### src/rtl/spi_slave_apb4_burst_master.sv
// APB4 burst master for the SPI-slave bridge: one base address plus a word stream becomes an
// incrementing or wrapping APB burst. Optional access timeout enabled by SPI_SLAVE_APB_TIMEOUT_EN.
module spi_slave_apb4_burst_master #(
  parameter int unsigned APB_ADDR_WIDTH = 32,
  parameter int unsigned APB_DATA_WIDTH = 32,
  parameter logic [2:0]  APB_PPROT      = 3'b000,
  parameter int unsigned TIMEOUT_CYCLES = 255
) (
  input  logic                        apb_pclk_i,
  input  logic                        apb_preset_ni,
  input  logic                        cs_n_i,
  input  logic [APB_ADDR_WIDTH-1:0]   addr_i,
  input  logic                        addr_valid_i,
  input  logic                        rd_wr_i,
  input  logic [15:0]                 wrap_length_i,
  input  logic [APB_DATA_WIDTH-1:0]   rx_data_i,
  input  logic                        rx_valid_i,
  output logic                        rx_ready_o,
  output logic [APB_DATA_WIDTH-1:0]   tx_data_o,
  output logic                        tx_valid_o,
  input  logic                        tx_ready_i,
  output logic                        apb_psel_o,
  output logic                        apb_penable_o,
  output logic                        apb_pwrite_o,
  output logic [APB_ADDR_WIDTH-1:0]   apb_paddr_o,
  output logic [APB_DATA_WIDTH-1:0]   apb_pwdata_o,
  output logic [APB_DATA_WIDTH/8-1:0] apb_pstrb_o,
  output logic [2:0]                  apb_pprot_o,
  input  logic [APB_DATA_WIDTH-1:0]   apb_prdata_i,
  input  logic                        apb_pready_i,
  input  logic                        apb_pslverr_i,
  output logic                        busy_o,
  output logic                        err_o,
  output logic [APB_ADDR_WIDTH-1:0]   err_addr_o,
  output logic                        timeout_o,
  output logic [15:0]                 xfer_count_o
);

  localparam int unsigned BYTES = APB_DATA_WIDTH / 8;

  if (APB_DATA_WIDTH != 32 && APB_DATA_WIDTH != 64) begin : g_bad_width
    $error("APB_DATA_WIDTH must be 32 or 64");
  end
  if (TIMEOUT_CYCLES == 0 || TIMEOUT_CYCLES > 65535) begin : g_bad_timeout
    $error("TIMEOUT_CYCLES must fit the 16-bit access counter");
  end

  typedef enum logic [1:0] {StIdle, StArm, StSetup, StAccess} state_e;

  state_e                      r_state, w_state_next;
  logic [APB_ADDR_WIDTH-1:0]   r_base, r_addr, r_err_addr;
  logic [APB_DATA_WIDTH-1:0]   r_pwdata, r_tx_data;
  logic [15:0]                 r_wrap, r_idx, r_count;
  logic                        r_rd, r_tx_valid, r_err;
  logic                        w_start, w_rx_ready, w_done, w_err, w_tout, w_psel, w_wrap_end;
  logic [APB_ADDR_WIDTH-1:0]   w_addr_inc;

  assign w_start = (r_state == StIdle) && addr_valid_i && !cs_n_i;
  assign w_done  = (r_state == StAccess) && (apb_pready_i || w_tout);
  assign w_err   = w_done && ((apb_pready_i && apb_pslverr_i) || w_tout);

`ifdef SPI_SLAVE_APB_TIMEOUT_EN
  localparam logic [15:0] TO_LAST = 16'(TIMEOUT_CYCLES - 1);
  logic [15:0] r_tcnt;
  logic        r_timeout;

  // r_tcnt holds the number of ACCESS cycles already spent on this transfer
  assign w_tout = (r_state == StAccess) && !apb_pready_i && (r_tcnt == TO_LAST);

  always_ff @(posedge apb_pclk_i or negedge apb_preset_ni) begin
    if (!apb_preset_ni) begin
      r_tcnt    <= '0;
      r_timeout <= 1'b0;
    end else begin
      if (w_state_next == StSetup) begin
        r_tcnt <= '0;
      end else if (r_state == StAccess) begin
        r_tcnt <= r_tcnt + 16'd1;
      end
      if (w_start) begin
        r_timeout <= 1'b0;
      end else if (w_tout) begin
        r_timeout <= 1'b1;
      end
    end
  end

  assign timeout_o = r_timeout;
`else
  assign w_tout    = 1'b0;
  assign timeout_o = 1'b0;
`endif

  always_comb begin
    w_state_next = r_state;
    w_rx_ready   = 1'b0;
    unique case (r_state)
      StIdle: begin
        if (w_start) w_state_next = StArm;
      end
      StArm: begin
        if (cs_n_i) begin
          w_state_next = StIdle;
        end else if (r_rd) begin
          if (tx_ready_i) w_state_next = StSetup;
        end else if (rx_valid_i) begin
          w_rx_ready   = 1'b1;
          w_state_next = StSetup;
        end
      end
      StSetup:  w_state_next = StAccess;
      StAccess: begin
        // A started transfer always finishes; chip select only decides where we go after it
        if (w_done) w_state_next = cs_n_i ? StIdle : StArm;
      end
      default:  w_state_next = StIdle;
    endcase
  end

  assign w_addr_inc = r_addr + APB_ADDR_WIDTH'(BYTES);
  assign w_wrap_end = (r_wrap != 16'd0) && (r_idx == r_wrap - 16'd1);

  always_ff @(posedge apb_pclk_i or negedge apb_preset_ni) begin
    if (!apb_preset_ni) begin
      r_state    <= StIdle;
      r_base     <= '0;
      r_addr     <= '0;
      r_err_addr <= '0;
      r_pwdata   <= '0;
      r_tx_data  <= '0;
      r_wrap     <= '0;
      r_idx      <= '0;
      r_count    <= '0;
      r_rd       <= 1'b0;
      r_tx_valid <= 1'b0;
      r_err      <= 1'b0;
    end else begin
      r_state    <= w_state_next;
      r_tx_valid <= 1'b0;
      if (w_start) begin
        r_base     <= addr_i;
        r_addr     <= addr_i;
        r_rd       <= rd_wr_i;
        r_wrap     <= wrap_length_i;
        r_idx      <= '0;
        r_count    <= '0;
        r_err      <= 1'b0;
        r_err_addr <= '0;
      end
      if (w_rx_ready) r_pwdata <= rx_data_i;
      if (w_done) begin
        if (r_count != 16'hFFFF) r_count <= r_count + 16'd1;
        if (w_wrap_end) begin
          r_idx  <= '0;
          r_addr <= r_base;
        end else begin
          r_idx  <= r_idx + 16'd1;
          r_addr <= w_addr_inc;
        end
        if (r_rd && !cs_n_i) begin
          r_tx_valid <= 1'b1;
          r_tx_data  <= w_tout ? '0 : apb_prdata_i;
        end
        if (w_err) begin
          r_err <= 1'b1;
          if (!r_err) r_err_addr <= r_addr;
        end
      end
    end
  end

  assign w_psel        = (r_state == StSetup) || (r_state == StAccess);
  assign apb_psel_o    = w_psel;
  assign apb_penable_o = (r_state == StAccess);
  assign apb_pwrite_o  = w_psel && !r_rd;
  assign apb_paddr_o   = r_addr;
  assign apb_pwdata_o  = r_pwdata;
  assign apb_pstrb_o   = (w_psel && !r_rd) ? '1 : '0;
  assign apb_pprot_o   = APB_PPROT;
  assign rx_ready_o    = w_rx_ready;
  assign tx_data_o     = r_tx_data;
  assign tx_valid_o    = r_tx_valid;
  assign busy_o        = (r_state != StIdle);
  assign err_o         = r_err;
  assign err_addr_o    = r_err_addr;
  assign xfer_count_o  = r_count;

endmodule

### config.mk
export PLATFORM = sky130hd
export DESIGN_NAME = spi_slave_apb4_burst_master
export DESIGN_NICKNAME = d
export VERILOG_FILES = /design/src/rtl/spi_slave_apb4_burst_master.sv
export SDC_FILE = /design/constraint.sdc
export NUM_CORES = 1
export LEC_CHECK = 0
export ABC_CLOCK_PERIOD_IN_PS = 3400
export CAP_MARGIN = 20
export CORE_ASPECT_RATIO = 0.9
export CORE_MARGIN = 4
export CORE_UTILIZATION = 44
export DETAILED_ROUTE_END_ITERATION = 10
export PLACE_DENSITY_LB_ADDON = 0.15
export SYNTH_ARGS = -nofsm -noshare
export SYNTH_HDL_FRONTEND = slang
export SYNTH_SLANG_ARGS = --single-unit
export TNS_END_PERCENT = 100
### constraint.sdc
create_clock -name apb_pclk_i -period 3.4 [get_ports apb_pclk_i]
set_input_delay 0.68 -clock apb_pclk_i [delete_from_list [all_inputs] [get_ports apb_pclk_i]]
set_output_delay 0.68 -clock apb_pclk_i [all_outputs]
set_load 0.02 [all_outputs]
==> summary.txt, run 1 <==
Status: finished clean
Largest net degree at the start of global routing: 92
Remaining DRCs: 0
Critical path data required time: 3.76 ns
Count of final setup violators: 0
Place WS: 0.0911 ns
Setup Skew: 0.0115 ns
Initial antenna violation count: 0
DRT iter0 DRCs: 469
Max-slew headroom: 0.520
Mapped Cells: 1022
Port Buffers: 275
M2 GR Usage: 0.351
Layout cells sized above 1: 0.113
Clock-pin slew on the worst setup and hold paths: 0.06 ns
Clk buf depth: 3
Layout area overhead: 39.4%
CTS tree: built
Setup crit end kind: register
Inserted Diodes: 0
Antenna violation net count after detailed routing: 0
First-pass GRT wire length: 44600 um
CTS buffer count: 24
Setup_tns: 0 ns
Final Instance Area: 14100 um^2
Synth unique cells: 55
Die height: 152 um
Dpl hpwl: 19400 um
Nature of the critical path startpoint: register
Effective utilization at floorplan: 0.449
Most frequent cells in the layout: nand2_1 (297), clkdlybuf4s50_1 (274), dfrtp_1 (213)
Clock sinks: 213
DR vias/cell: 5.17
DR vias: 8256
Min Hold Slack: 0.186 ns
WP data arrival: 3.62 ns
Most common cell on crit path: buf_12
Top_reg_cell synth: dfrtp_1
CTS Root Cell: clkbuf_16
DIE AREA: 25500 um^2
Core area: 22500 um^2
GR met1 Demand/Resource: 0.275
FILL cells: 1925
Vias in the first global route: 8483
Max cap viols: 0
Commonest non-fill, non-tap cell in the layout: nand2_1
Dpl cell area: 13200 um^2
Syn Area/Cell: 9.89 um^2
#FFs+latches synth: 213
CP max FO: 22
Peak VDD IR: 0.647 mV
Leakage: 6.08 nW
Max incr delay on CP: 0.54 ns
Yosys synthesis warning count: 0
Routed len/inst: 17.4 um
GP Congestion: 0.826
Die X: 168 um
Mapped cell area: 10100 um^2
Critical Path Slowest Stage Cell: or4_4
Kind of critical path: reg2reg
Crit share post-route: 0.957
Layout Utilization: 0.626
CP Cell Sequence: inv_1 > ha_1 > or4b_1 > o311ai_2 > o21ai_1 > or4_4 > a2111oi_4 > buf_12 > buf_12 > mux2i_1 > o211ai_1
Endpoints failing hold: 0
Hold Path Class: in2async
Gr usage total: 0.214
Placed cell count: 1552
Cell Count, Final, Fillers Out: 1596
Post-route setup slack: 0.147 ns
Pins over their slew limit: 0
Final Critical Period: 3.25 ns
NumNets Final: 1406
Seq/Total Area, Yosys: 0.528
Grt peak-use layer: met2
F_max: 0.307 GHz
WL final: 27800 um
Clock latency on the worst-skew pair: 0.51 ns
GRT met3 Usage: 0.0770
DRT Pass-1 Iters: 4
Total power: 12.7 mW
Slew @ Worst Pin: 0.719 ns
PwrDens: 902 nW/um^2
CTS H-Tree Depth: 1
Row count: 52
CTS Hold Bufs: 0
Number of synthesized flops with an enable pin: 0
Ports: 280
Post-synth ARST share: 1.00
Grt total ovfl: 0
## where the power goes
| part | switching (mW) | leakage, nW | internal (mW) | total [mW] |
|---|---|---|---|---|
| sequential | 0.972 | 2.71 | 3.59 | 4.56 |
| combinational | 2.70 | 2.95 | 2.64 | 5.34 |
| clock | 1.04 | 0.427 | 1.76 | 2.80 |
## repair_timing
| action | CTS | global route |
|---|---|---|
| setup endpoints to repair | 0 | 39 |
| setup buffers | 0 | 0 |
| resized for setup | 0 | 2 |
## registers in the layout (all words and copies together), names as in the netlist, named ones only
| signal | count |
|---|---|
| apb_paddr_o | 32 |
| apb_pwdata_o | 32 |
| err_addr_o | 32 |
| r_base | 32 |
| tx_data_o | 32 |
| r_idx | 16 |
| r_wrap | 16 |
| xfer_count_o | 16 |
| err_o | 1 |
| r_rd | 1 |
| r_state | 1 |
| tx_valid_o | 1 |
## cell families after synthesis
family,Yosys count,share of synthesized area
and+or+nand+nor,443,0.197
DFF,213,0.528
AOI/OAI and AO/OA,129,0.0801
muxes,102,0.109
buffers and inverters,77,0.0349
xor gates and xnor gates,53,0.0459
adders and majority gates,4,0.00495
other,1,0.000371
## metal layers
layer / share of wire / up-vias
li1: - / 3986
met1: 0.42 / 3991
met2: 0.47 / 240
met3: 0.085 / 39
met4: 0.023 / 0
met5: 0 / -
## cell usage after synthesis, types with 3 or more instances
master	n	area [um^2]
nand2_1	297	1110
dfrtp_1	213	5330
mux2_2	66	743
o21ai_0	55	275
clkbuf_1	45	169
xnor2_1	39	342
mux2i_1	36	360
nor2_1	30	113
and3_1	29	181
nand3_1	23	115
a21oi_1	20	100
nand4_1	16	100
xor2_1	14	123
inv_1	10	37.5
nor3_1	10	50.1
o211ai_1	10	75.1
o21ai_1	9	45.0
buf_4	8	60.1
o31ai_1	8	60.1
buf_1	7	26.3
a22o_1	5	43.8
nand4b_1	5	43.8
nor2b_1	5	31.3
o311ai_1	5	43.8
a31oi_1	4	25.0
and4_1	4	35.0
buf_6	4	45.0
ha_1	4	50.1
or2_2	4	25.0
buf_2	3	15.0
nand2b_1	3	18.8
## final timing paths
check / cells after the start / to / slack [ns] / startpoint
setup / recovery: 11 / apb_paddr_o[6]$_DFFE_PN0P_ / 0.15 / r_wrap[0]$_DFFE_PN0P_
hold / removal: 1 / r_wrap[3]$_DFFE_PN0P_ / 0.19 / apb_preset_ni
setup reg to reg: 11 / apb_paddr_o[6]$_DFFE_PN0P_ / 0.15 / r_wrap[0]$_DFFE_PN0P_
hold reg to reg: 2 / r_base[29]$_DFFE_PN0P_ / 0.47 / r_base[29]$_DFFE_PN0P_
max in group asynchronous: 2 / tx_data_o[18]$_DFFE_PN0P_ / 2.41 / apb_preset_ni
min in group apb_pclk_i: 2 / r_base[29]$_DFFE_PN0P_ / 0.47 / r_base[29]$_DFFE_PN0P_
## final cells by class
class | count | area [um^2] | area share
flip-flops and latches | 213 | 5330 | 0.378
multi-input cells | 735 | 4470 | 0.317
repair buffers | 297 | 3000 | 0.213
clock buffers | 37 | 761 | 0.0540
well taps | 297 | 372 | 0.0264
clock inverters | 7 | 115 | 0.00817
inverters | 10 | 37.5 | 0.00267
## critical path: cells and delay by family (launching register included)
kind                       cells  cell delay (ns)
AOI/OAI and AO/OA              4             0.75
DFF                            1             0.42
buffers and inverters          3             0.46
and+or+nand+nor                2             1.04
adders and majority gates      1             0.21
muxes                          1             0.22
No activity file was read; power rests on OpenSTA's default activity.
==> run 2: changes to the inputs <==
--- a/config.mk
+++ b/config.mk
@@ -5,12 +5,13 @@
 export SDC_FILE = /design/constraint.sdc
 export NUM_CORES = 1
 export LEC_CHECK = 0
-export ABC_CLOCK_PERIOD_IN_PS = 3400
+export ABC_CLOCK_PERIOD_IN_PS = 3190
 export CAP_MARGIN = 20
 export CORE_ASPECT_RATIO = 0.9
 export CORE_MARGIN = 4
-export CORE_UTILIZATION = 44
+export CORE_UTILIZATION = 49
 export DETAILED_ROUTE_END_ITERATION = 10
+export GPL_ROUTABILITY_DRIVEN = 0
 export PLACE_DENSITY_LB_ADDON = 0.15
 export SYNTH_ARGS = -nofsm -noshare
 export SYNTH_HDL_FRONTEND = slang
==> constraint.sdc (replaced) <==
create_clock -name apb_pclk_i -period 3.19 [get_ports apb_pclk_i]
set_input_delay 0.638 -clock apb_pclk_i [delete_from_list [all_inputs] [get_ports apb_pclk_i]]
set_output_delay 0.638 -clock apb_pclk_i [all_outputs]
set_load 0.02 [all_outputs]
==> run 2 against run 1 <==
The run now ends with setup timing left. Die area is 9.7% lower. Maximum frequency is 0.42% higher. Critical path depth unchanged. Clock skew decreased by 0.0022 ns. Final cell count decreased by 1.9%. Count of clock-buffer cells in the layout down 2. Sequential cell count stayed put.
==> summary.txt, run 2 (synthesized netlist as in run 1, its figures left out) <==
Status: complete, but fails checks
Failing checks: setup timing
WP data arrival: 3.60 ns (-0.02 ns)
CP max FO: 10 (-55%)
Leakage: 6.15 nW (+1.1%)
Antenna violation net count after detailed routing: 0 (unchanged)
Max-slew headroom: 0.537 (+0.0162)
Layout Utilization: 0.705 (+0.0794)
Gate power share: 0.433 (+0.012)
DIE AREA: 23000 um^2 (-9.7%)
Die X: 159 um (-5.0%)
CTS H-Tree Depth: 1 (unchanged)
Largest net degree at the start of global routing: 87 (-5.4%)
DRT iter0 DRCs: 504 (+7.5%)
Core area: 20100 um^2 (-11%)
Place WS: 0.0151 ns (-0.0760 ns)
Setup crit end kind: register
Clk buf depth: 3 (unchanged)
Slew @ Worst Pin: 0.695 ns (-0.0242 ns)
Critical path data required time: 3.55 ns (-0.21 ns)
Setup Skew: 0.00926 ns (-0.00225 ns)
DR vias/cell: 5.38 (+4.1%)
Row count: 49 (-5.8%)
Peak VDD IR: 0.664 mV (+2.7%)
CTS Hold Bufs: 0 (unchanged)
Commonest non-fill, non-tap cell in the layout: nand2_1
Sw frac: 0.375 (+0.00428)
Vias in the first global route: 8523 (+0.47%)
Initial antenna violation count: 0 (unchanged)
Clock share of power: 0.207 (-0.013)
F_max: 0.309 GHz (+0.42%)
WL final: 28400 um (+1.9%)
CTS Root Cell: clkbuf_16
Gr usage total: 0.240 (+0.0258)
Final Critical Period: 3.24 ns (-0.0135 ns)
Nature of the critical path startpoint: register
CTS buffer count: 24 (unchanged)
CTS tree: built
Clock sinks: 213 (unchanged)
RSZ-0062 raised after global routing: yes
DR vias: 8425 (+2.0%)
Switching Power: 5.07 mW (+7.7%)
Layout cells sized above 1: 0.127 (+0.0143)
Die height: 144 um (-5.0%)
FILL cells: 1556 (-19%)
Hold Path Class: in2async
Effective utilization at floorplan: 0.502 (+0.0536)
Endpoints failing hold: 0 (unchanged)
Count of final setup violators: 25 (+25)
Layout area overhead: 40.3%
Critical Path Slowest Stage Cell: or4_4
CP Cell Sequence: inv_2 > ha_4 > or4b_4 > o311ai_4 > o21ai_1 > or4_4 > a2111oi_4 > clkbuf_16 > buf_8 > nand2b_4 > o311ai_1
Port Buffers: 275 (unchanged)
Kind of critical path: reg2reg
Remaining DRCs: 0 (unchanged)
Pins over their slew limit: 0 (unchanged)
Crit share post-route: 1.02 (+0.0588)
Clock-pin slew on the worst setup and hold paths: 0.06 ns (about the same)
Dpl hpwl: 19700 um (+1.3%)
Max cap viols: 0 (unchanged)
PwrDens: 954 nW/um^2 (+5.8%)
Total power: 13.5 mW (+6.5%)
Setup_tns: -0.559 ns (-0.559 ns)
First-pass GRT wire length: 45300 um (+1.6%)
Reg-to-Reg Start: r_wrap[1]$_DFFE_PN0P_
Clock latency on the worst-skew pair: 0.51 ns (about the same)
Routed len/inst: 18.1 um (+3.9%)
Sequential Power Share: 0.360 (about the same)
Ports: 280 (unchanged)
Grt total ovfl: 0 (unchanged)
Inserted Diodes: 0 (unchanged)
DRT Pass-1 Iters: 5 (+1)
Post-route setup slack: -0.0499 ns (-0.197 ns)
Max incr delay on CP: 0.55 ns (about the same)
Internal power: 8.46 mW (+5.8%)
Critical Path Start: r_wrap[1]$_DFFE_PN0P_
Most frequent cells in the layout: nand2_1 (297), clkdlybuf4s50_1 (274), dfrtp_1 (210)
NumNets Final: 1420 (+1.0%)
## run 2: changes by cell type in the layout (fill, tap and decap cells not counted), moves of 3 or more
cell | previous run | this run
buf_4 | 16 | 25
clkbuf_8 | 9 | 6
dfrtp_1 | 213 | 210
dfrtp_2 | 0 | 3
o21ai_0 | 55 | 50
o21ai_1 | 9 | 13
## run 2: area by class of cell
type,instances,area [um^2],share of cell area
flip-flops and latches,213,5330,0.376
multi-input cells,735,4520,0.319
well taps,255,319,0.0225
clock inverters,6,83.8,0.00591
repair buffers,311,3160,0.223
inverters,10,37.5,0.00265
clock buffers,35,723,0.0510
## run 2: worst paths after layout
check | endpoint | slack, ns | depth (start not counted)
min | r_wrap[2]$_DFFE_PN0P_ | 0.15 | 1
max | r_idx[5]$_DFFE_PN0P_ | -0.05 | 11
min reg2reg | r_base[9]$_DFFE_PN0P_ | 0.47 | 2
max reg2reg | r_idx[5]$_DFFE_PN0P_ | -0.05 | 11
max in group asynchronous | tx_data_o[2]$_DFFE_PN0P_ | 2.30 | 2
min in group apb_pclk_i | r_base[9]$_DFFE_PN0P_ | 0.47 | 2
## run 2: repair_timing
action,4_1_cts,5_1_grt
pin swaps,0,12
buffers inserted,0,8
resized for setup,1,26
cloned,0,1
setup endpoints to repair,1,40
## run 2: worst max-delay path, delay by kind of cell (launching register included)
family	cells	cell delay [ns]
AO/OA/AOI/OAI	4	0.87
adder cells (fa/ha/maj)	1	0.14
buffers and inverters	3	0.46
flip-flops	1	0.40
AND/OR/NAND/NOR	3	1.23
## run 2: power by group through the flow
stage / combinational, mW / sequential, mW / clock, mW
final: 5.86 / 4.86 / 2.80
after global placement: 5.67 / 4.82 / 0
after CTS: 5.81 / 4.85 / 2.86
after floorplan: 2.31 / 5.58 / 0
after detailed placement: 5.77 / 4.87 / 0
after global routing: 6.36 / 5.02 / 2.98
## run 2: metrics by stage
| stage | hold slack, ns | instances | cell area (um^2) |
|---|---|---|---|
| finish | 0.152 | 1565 | 14200 |
| detailed placement | 0.463 | 1515 | 13200 |
| floorplan | 0.342 | 1025 | 10100 |
| global placement | 0.458 | 1515 | 13200 |
| CTS | 0.172 | 1556 | 14000 |
| global route | 0.196 | 1565 | 14200 |
## run 2: per-layer routing
layer	GRT usage	routed length (um)	up-vias
met3	0.0764	2340	33
met2	0.405	13800	261
met4	0.0489	424	0
met1	0.311	11800	4119
met5	0	0	-
li1	-	-	4012
